<file path="src/rtl/prirv32_mem_arbiter.sv">
// prirv32_mem_arbiter
// Shares the single core memory port between the IFU (instruction fetch)
// and the LSU (data access). One bus transaction is outstanding at a time.
// The FSM walks IDLE -> REQ -> WAIT -> IDLE and only IDLE can grant.
// Default build: fixed LSU priority, with a starvation guard that forces
// the IFU to win after STARVE_LIMIT consecutive losses.
// Optional build macro PRIRV32_ARB_RR_EN: round-robin arbitration replaces
// the fixed priority and the starvation guard.
// A fetch that is flushed while in flight still completes on the bus, but
// its response is dropped. LSU transactions are never dropped.
module prirv32_mem_arbiter #(
    parameter int ADDR_W       = 32,
    parameter int DATA_W       = 32,
    parameter int STARVE_LIMIT = 4
) (
    input  logic                clk_i,
    input  logic                rst_i,
    input  logic                ifu_req_i,
    input  logic [ADDR_W-1:0]   ifu_addr_i,
    output logic                ifu_gnt_o,
    input  logic                ifu_flush_i,
    output logic                ifu_rvalid_o,
    output logic [DATA_W-1:0]   ifu_rdata_o,
    input  logic                lsu_req_i,
    input  logic                lsu_we_i,
    input  logic [ADDR_W-1:0]   lsu_addr_i,
    input  logic [DATA_W-1:0]   lsu_wdata_i,
    input  logic [DATA_W/8-1:0] lsu_be_i,
    output logic                lsu_gnt_o,
    output logic                lsu_rvalid_o,
    output logic [DATA_W-1:0]   lsu_rdata_o,
    output logic                mem_req_o,
    output logic                mem_we_o,
    output logic [ADDR_W-1:0]   mem_addr_o,
    output logic [DATA_W-1:0]   mem_wdata_o,
    output logic [DATA_W/8-1:0] mem_be_o,
    input  logic                mem_gnt_i,
    input  logic                mem_rvalid_i,
    input  logic [DATA_W-1:0]   mem_rdata_i
);

    localparam int BE_W = DATA_W / 8;

    typedef enum logic [1:0] {
        ST_IDLE = 2'd0,
        ST_REQ  = 2'd1,
        ST_WAIT = 2'd2
    } state_e;

    typedef enum logic [1:0] {
        OWN_NONE = 2'd0,
        OWN_IFU  = 2'd1,
        OWN_LSU  = 2'd2
    } owner_e;

    state_e              state_q, state_d;
    owner_e              owner_q, owner_d;
    logic                drop_q, drop_d;
    logic                we_q, we_d;
    logic [ADDR_W-1:0]   addr_q, addr_d;
    logic [DATA_W-1:0]   wdata_q, wdata_d;
    logic [BE_W-1:0]     be_q, be_d;

    // Arbitration result, valid only while IDLE is evaluated
    logic                ifu_win;
    logic                lsu_win;

`ifdef PRIRV32_ARB_RR_EN
    // Round-robin pointer: 0 names the IFU, 1 names the LSU
    logic                rr_q, rr_d;

    // On a tie the requester named by the pointer wins
    always_comb begin
        lsu_win = lsu_req_i & (~ifu_req_i | rr_q);
        ifu_win = ifu_req_i & ~lsu_win;
    end

    // Point at the other requester after every grant
    always_comb begin
        rr_d = rr_q;
        if (ifu_gnt_o) begin
            rr_d = 1'b1;
        end else if (lsu_gnt_o) begin
            rr_d = 1'b0;
        end
    end

    // Round-robin pointer register, IFU first out of reset
    always_ff @(posedge clk_i or posedge rst_i) begin
        if (rst_i) begin
            rr_q <= 1'b0;
        end else begin
            rr_q <= rr_d;
        end
    end
`else
    localparam logic [3:0] STARVE_MAX = 4'(STARVE_LIMIT);

    logic [3:0]          starve_q, starve_d;

    // LSU has priority unless the IFU has lost STARVE_LIMIT times in a row
    always_comb begin
        lsu_win = lsu_req_i & ~(ifu_req_i & (starve_q == STARVE_MAX));
        ifu_win = ifu_req_i & ~lsu_win;
    end

    // Count consecutive IFU losses; any IFU grant or idle IFU clears it
    always_comb begin
        starve_d = starve_q;
        if (state_q == ST_IDLE) begin
            if (!ifu_req_i || ifu_gnt_o) begin
                starve_d = 4'd0;
            end else if (lsu_gnt_o && (starve_q != STARVE_MAX)) begin
                starve_d = starve_q + 4'd1;
            end
        end
    end

    // Starvation counter register
    always_ff @(posedge clk_i or posedge rst_i) begin
        if (rst_i) begin
            starve_q <= 4'd0;
        end else begin
            starve_q <= starve_d;
        end
    end
`endif

    // FSM next state, grants, bus request, response routing and drop flag
    always_comb begin
        state_d      = state_q;
        owner_d      = owner_q;
        drop_d       = drop_q;
        we_d         = we_q;
        addr_d       = addr_q;
        wdata_d      = wdata_q;
        be_d         = be_q;
        ifu_gnt_o    = 1'b0;
        lsu_gnt_o    = 1'b0;
        ifu_rvalid_o = 1'b0;
        lsu_rvalid_o = 1'b0;
        mem_req_o    = 1'b0;

        case (state_q)
            ST_IDLE: begin
                // Grants are forced low while reset is held so every
                // output reads zero during reset.
                ifu_gnt_o = ifu_win & ~rst_i;
                lsu_gnt_o = lsu_win & ~rst_i;
                if (lsu_gnt_o) begin
                    state_d = ST_REQ;
                    owner_d = OWN_LSU;
                    drop_d  = 1'b0;
                    we_d    = lsu_we_i;
                    addr_d  = lsu_addr_i;
                    wdata_d = lsu_wdata_i;
                    be_d    = lsu_be_i;
                end else if (ifu_gnt_o) begin
                    state_d = ST_REQ;
                    owner_d = OWN_IFU;
                    // A redirect in the grant cycle already kills this fetch
                    drop_d  = ifu_flush_i;
                    we_d    = 1'b0;
                    addr_d  = ifu_addr_i;
                    wdata_d = '0;
                    be_d    = '1;
                end
            end
            ST_REQ: begin
                mem_req_o = 1'b1;
                if (owner_q == OWN_IFU && ifu_flush_i) begin
                    drop_d = 1'b1;
                end
                // A response in the same cycle as the bus grant is illegal
                // and deliberately ignored here.
                if (mem_gnt_i) begin
                    state_d = ST_WAIT;
                end
            end
            ST_WAIT: begin
                if (owner_q == OWN_IFU && ifu_flush_i) begin
                    drop_d = 1'b1;
                end
                if (mem_rvalid_i) begin
                    // A redirect arriving with the data also discards it
                    ifu_rvalid_o = (owner_q == OWN_IFU) & ~drop_q & ~ifu_flush_i;
                    lsu_rvalid_o = (owner_q == OWN_LSU);
                    state_d      = ST_IDLE;
                    owner_d      = OWN_NONE;
                    drop_d       = 1'b0;
                end
            end
            default: begin
                state_d = ST_IDLE;
                owner_d = OWN_NONE;
                drop_d  = 1'b0;
            end
        endcase
    end

    // State, owner, drop flag and latched bus command
    always_ff @(posedge clk_i or posedge rst_i) begin
        if (rst_i) begin
            state_q <= ST_IDLE;
            owner_q <= OWN_NONE;
            drop_q  <= 1'b0;
            we_q    <= 1'b0;
            addr_q  <= '0;
            wdata_q <= '0;
            be_q    <= '0;
        end else begin
            state_q <= state_d;
            owner_q <= owner_d;
            drop_q  <= drop_d;
            we_q    <= we_d;
            addr_q  <= addr_d;
            wdata_q <= wdata_d;
            be_q    <= be_d;
        end
    end

    assign mem_we_o    = we_q;
    assign mem_addr_o  = addr_q;
    assign mem_wdata_o = wdata_q;
    assign mem_be_o    = be_q;

    // Read data passes straight through, zero when not valid for that port
    assign ifu_rdata_o = ifu_rvalid_o ? mem_rdata_i : '0;
    assign lsu_rdata_o = lsu_rvalid_o ? mem_rdata_i : '0;

endmodule

</file>
<file path="config.mk">
export PLATFORM = sky130hd
export DESIGN_NAME = prirv32_mem_arbiter
export DESIGN_NICKNAME = d
export VERILOG_FILES = /design/src/rtl/prirv32_mem_arbiter.sv
export SDC_FILE = /design/constraint.sdc
export NUM_CORES = 1
export LEC_CHECK = 0
export CAP_MARGIN = 10
export CORE_AREA = 4 4 106 108
export CTS_BUF_LIST = sky130_fd_sc_hd__clkbuf_4 sky130_fd_sc_hd__clkbuf_8
export CTS_CLUSTER_SIZE = 40
export DETAILED_ROUTE_END_ITERATION = 10
export DIE_AREA = 0 0 110 112
export DONT_BUFFER_PORTS = 1
export PLACE_DENSITY_LB_ADDON = 0.12
export SKIP_LAST_GASP = 1
export SLEW_MARGIN = 20
export SYNTH_ARGS = -nofsm -noshare
export SYNTH_HDL_FRONTEND = slang
export SYNTH_SLANG_ARGS = --single-unit
</file>
<file path="constraint.sdc">
create_clock -name clk_i -period 5.8 [get_ports clk_i]
set_input_delay 0.29 -clock clk_i [delete_from_list [all_inputs] [get_ports clk_i]]
set_output_delay 0.29 -clock clk_i [all_outputs]
set_load 0.02 [all_outputs]
</file>
==> flow_metrics.tcl <==
set metrics [dict create \
    fin_crit_sh_pct 45.0 \
    place_ws_ps 3140 \
    synthFlopType "dfrtp_1" \
    drive_above_1_share_pct 8.26 \
    finalWirelength_um 10200 \
    dp_hpwl_um 7790 \
    synth_area_um2 3780 \
    criticalPathCategory "reg2out" \
    synth-seq-cells 78 \
    drt-vias-per-instance 5.37 \
    drv_slew 0 \
    syn-instance-count 357 \
    hold_buffers 0 \
    seq_area_frac_synth_pct 51.7 \
    track_usage_pct 16.0 \
    slowest_delay_ps 530 \
    yosys_warnings 0 \
    run_status "finished with violations" \
    cts_sinks 78 \
    cts_tree "done" \
    vias 2615 \
    p_total_w 0.00214 \
    power_frac_seq_pct 59.9 \
    syn-num-nets 499 \
    grt_pass1_vias 2684 \
    clock_latency_ps 350 \
    crit_start "starve_q[0]" \
    vdd_drop_max_v 0.000239 \
    rsz0062_at_grt "no" \
    drt_iter0_drc 104 \
    violations "hold timing" \
    die_area_um2 12300 \
    start_util_pct 36.9 \
    cts_resized 0 \
    path_cells "inv_1 -> ha_1 -> a311o_2 -> or3_1 -> clkinv_8" \
    layout_commonest_cell "dfrtp_1" \
    gp_congestion 0.703 \
    setup_slack_ps 3190 \
    clk_path_buf_depth 2 \
    syn_avg_cell_area_um2 10.6 \
    finalHoldViolations 10 \
    slew_headroom_pct 41.0 \
    antenna_found_initial 0 \
    drtPass1Iterations 4 \
    p_clk_share_pct 21.0 \
    hold_ws_ps -30.4 \
    power_leakage_nw 1.97 \
    grt_pass1_wl_um 14700 \
    die_w_um 110 \
    place_inst 470 \
    overflow 0 \
    cts-root-buf "clkbuf_8" \
    fill_cells 978 \
    p_sw_w 0.000906 \
    setup_tns_ps 0 \
    drc 0 \
    syn_to_final_growth_pct 8.34 \
    stdcell_count 487 \
    synthDistinctLibCells 35 \
    cts_setup_buffers 0 \
    cp_max_fo 34 \
    end_kind "output pin" \
    core_um2 10200 \
    antenna_cells 0 \
    fp.dieH_um 112 \
    period_minus_slack_ps 2610 \
    portBuffers 0 \
    finalSetupViolCount 0 \
    intPower_w 0.00123 \
    p_sw_share_pct 42.4 \
    critPathArrivalTime_ps 2320 \
    critical_path.slowest_cell "or3_1" \
    cts_inserted_buffers 9 \
    fmax_ghz 0.383 \
    cts_max_level 3 \
    wl_per_cell_um 21.0 \
    synth_async_sr_flop_share_pct 100 \
    hp-class "in2async" \
    grt_max_degree 99 \
    power_frac_comb_pct 19.1 \
    required_ps 5510 \
    critPathLaunchType "flip-flop" \
    max_cap_violations 0 \
    final_cell_mix "dfrtp_1, and2_1, o21ai_0" \
    p_per_area_nw_per_um2 523 \
    fin_nets 488 \
    row_count 37 \
    clkTransAtPathRegs_ps 80 \
    worst_slew_pin_slew_ps 885 \
    ios 278 \
    synth-edff-count 0 \
    ant_nets 0 \
    timing.rr.start "starve_q[0]" \
    finalClockSkew_ps 7.35 \
]
## per-layer routing
metal / global-route usage (%) / up-vias / wire [um] / share of wire, %
li1: - / 1214 / - / -
met1: 15.7 / 1209 / 3260 / 32
met2: 29.0 / 177 / 5550 / 54
met3: 7.42 / 15 / 1210 / 12
met4: 5.57 / 0 / 191 / 1.9
met5: 0 / - / 0 / 0
## registers in the layout, indices dropped and copies added, names as in the netlist
register and cells:
mem_addr_o 32, mem_wdata_o 32, mem_be_o 4, starve_q 4, owner_q 2, state_q 2
drop_q 1, mem_we_o 1
## stage by stage
| step | util (%) | cell area, um^2 | hold slack (ps) |
|---|---|---|---|
| floorplan | - | 3780 | 397 |
| CTS | 39.8 | 4070 | 30.9 |
| finish | 40.0 | 4090 | -30.4 |
| global placement | 37.6 | 3850 | 403 |
| global route | 40.0 | 4090 | 31.9 |
| detailed placement | 37.6 | 3850 | 411 |
## cells by family after synthesis
family / Yosys count / share of synthesized area [%]
and+or+nand+nor: 117 / 17.1
AOI/OAI and AO/OA: 91 / 16.8
DFF: 78 / 51.7
buffers and inverters: 36 / 5.07
muxes: 33 / 8.74
adders and majority gates: 2 / 0.662
## power by group through the flow
stage / sequential (W) / clock [W] / combinational [W]
2_1_floorplan: 0.00121 / 0 / 0.000379
3_3_place_gp: 0.00130 / 0 / 0.000404
3_5_place_dp: 0.00130 / 0 / 0.000424
4_1_cts: 0.00129 / 0.000468 / 0.000416
5_1_grt: 0.00132 / 0.000492 / 0.000481
6_report: 0.00128 / 0.000450 / 0.000408
## synth_stat cells, types with 2 or more instances
| cell type | number | area share (%) |
|---|---|---|
| a21o_1 | 3 | 0.60 |
| dfrtp_1 | 78 | 52 |
| and2_1 | 64 | 11 |
| nor2b_1 | 3 | 0.50 |
| nor3b_1 | 2 | 0.40 |
| nand2_1 | 37 | 3.7 |
| a31oi_1 | 2 | 0.33 |
| inv_1 | 8 | 0.79 |
| buf_2 | 5 | 0.66 |
| or3_1 | 2 | 0.33 |
| a22o_1 | 33 | 7.6 |
| o22a_1 | 5 | 1.2 |
| a21oi_1 | 2 | 0.26 |
| ha_1 | 2 | 0.66 |
| mux2i_1 | 33 | 8.7 |
| buf_1 | 2 | 0.20 |
| buf_6 | 5 | 1.5 |
| clkbuf_1 | 15 | 1.5 |
| o21ai_0 | 39 | 5.2 |
| nand3_1 | 2 | 0.26 |
## critical path: cells and delay by family (launching register included)
family	cells	cell delay [ps]
fa+ha+maj	1	220
simple gates	1	530
compound gates	1	510
flops	1	430
buf+inv	2	260
## layout make-up
| cell class | instances | area, um^2 | share of cell area (%) |
|---|---|---|---|
| clock inverters | 5 | 82.6 | 2.02 |
| clock buffers | 11 | 139 | 3.39 |
| well taps | 136 | 170 | 4.16 |
| flip-flops and latches | 78 | 1950 | 47.7 |
| multi-input cells | 243 | 1650 | 40.3 |
| repair buffers | 5 | 53.8 | 1.31 |
| inverters | 9 | 47.5 | 1.16 |
## worst paths after layout
| check | end | slack (ps) | depth (start not counted) |
|---|---|---|---|
| max reg2reg | mem_wdata_o[2] | 3610 | 6 |
| max in group asynchronous | mem_addr_o[18] | 5290 | 2 |
| min | starve_q[2] | -30 | 2 |
| min reg2reg | owner_q[0] | 530 | 1 |
| max | lsu_gnt_o | 3190 | 5 |
| min in group clk_i | state_q[1] | 50 | 1 |
Power figures use the tool's default switching activity.
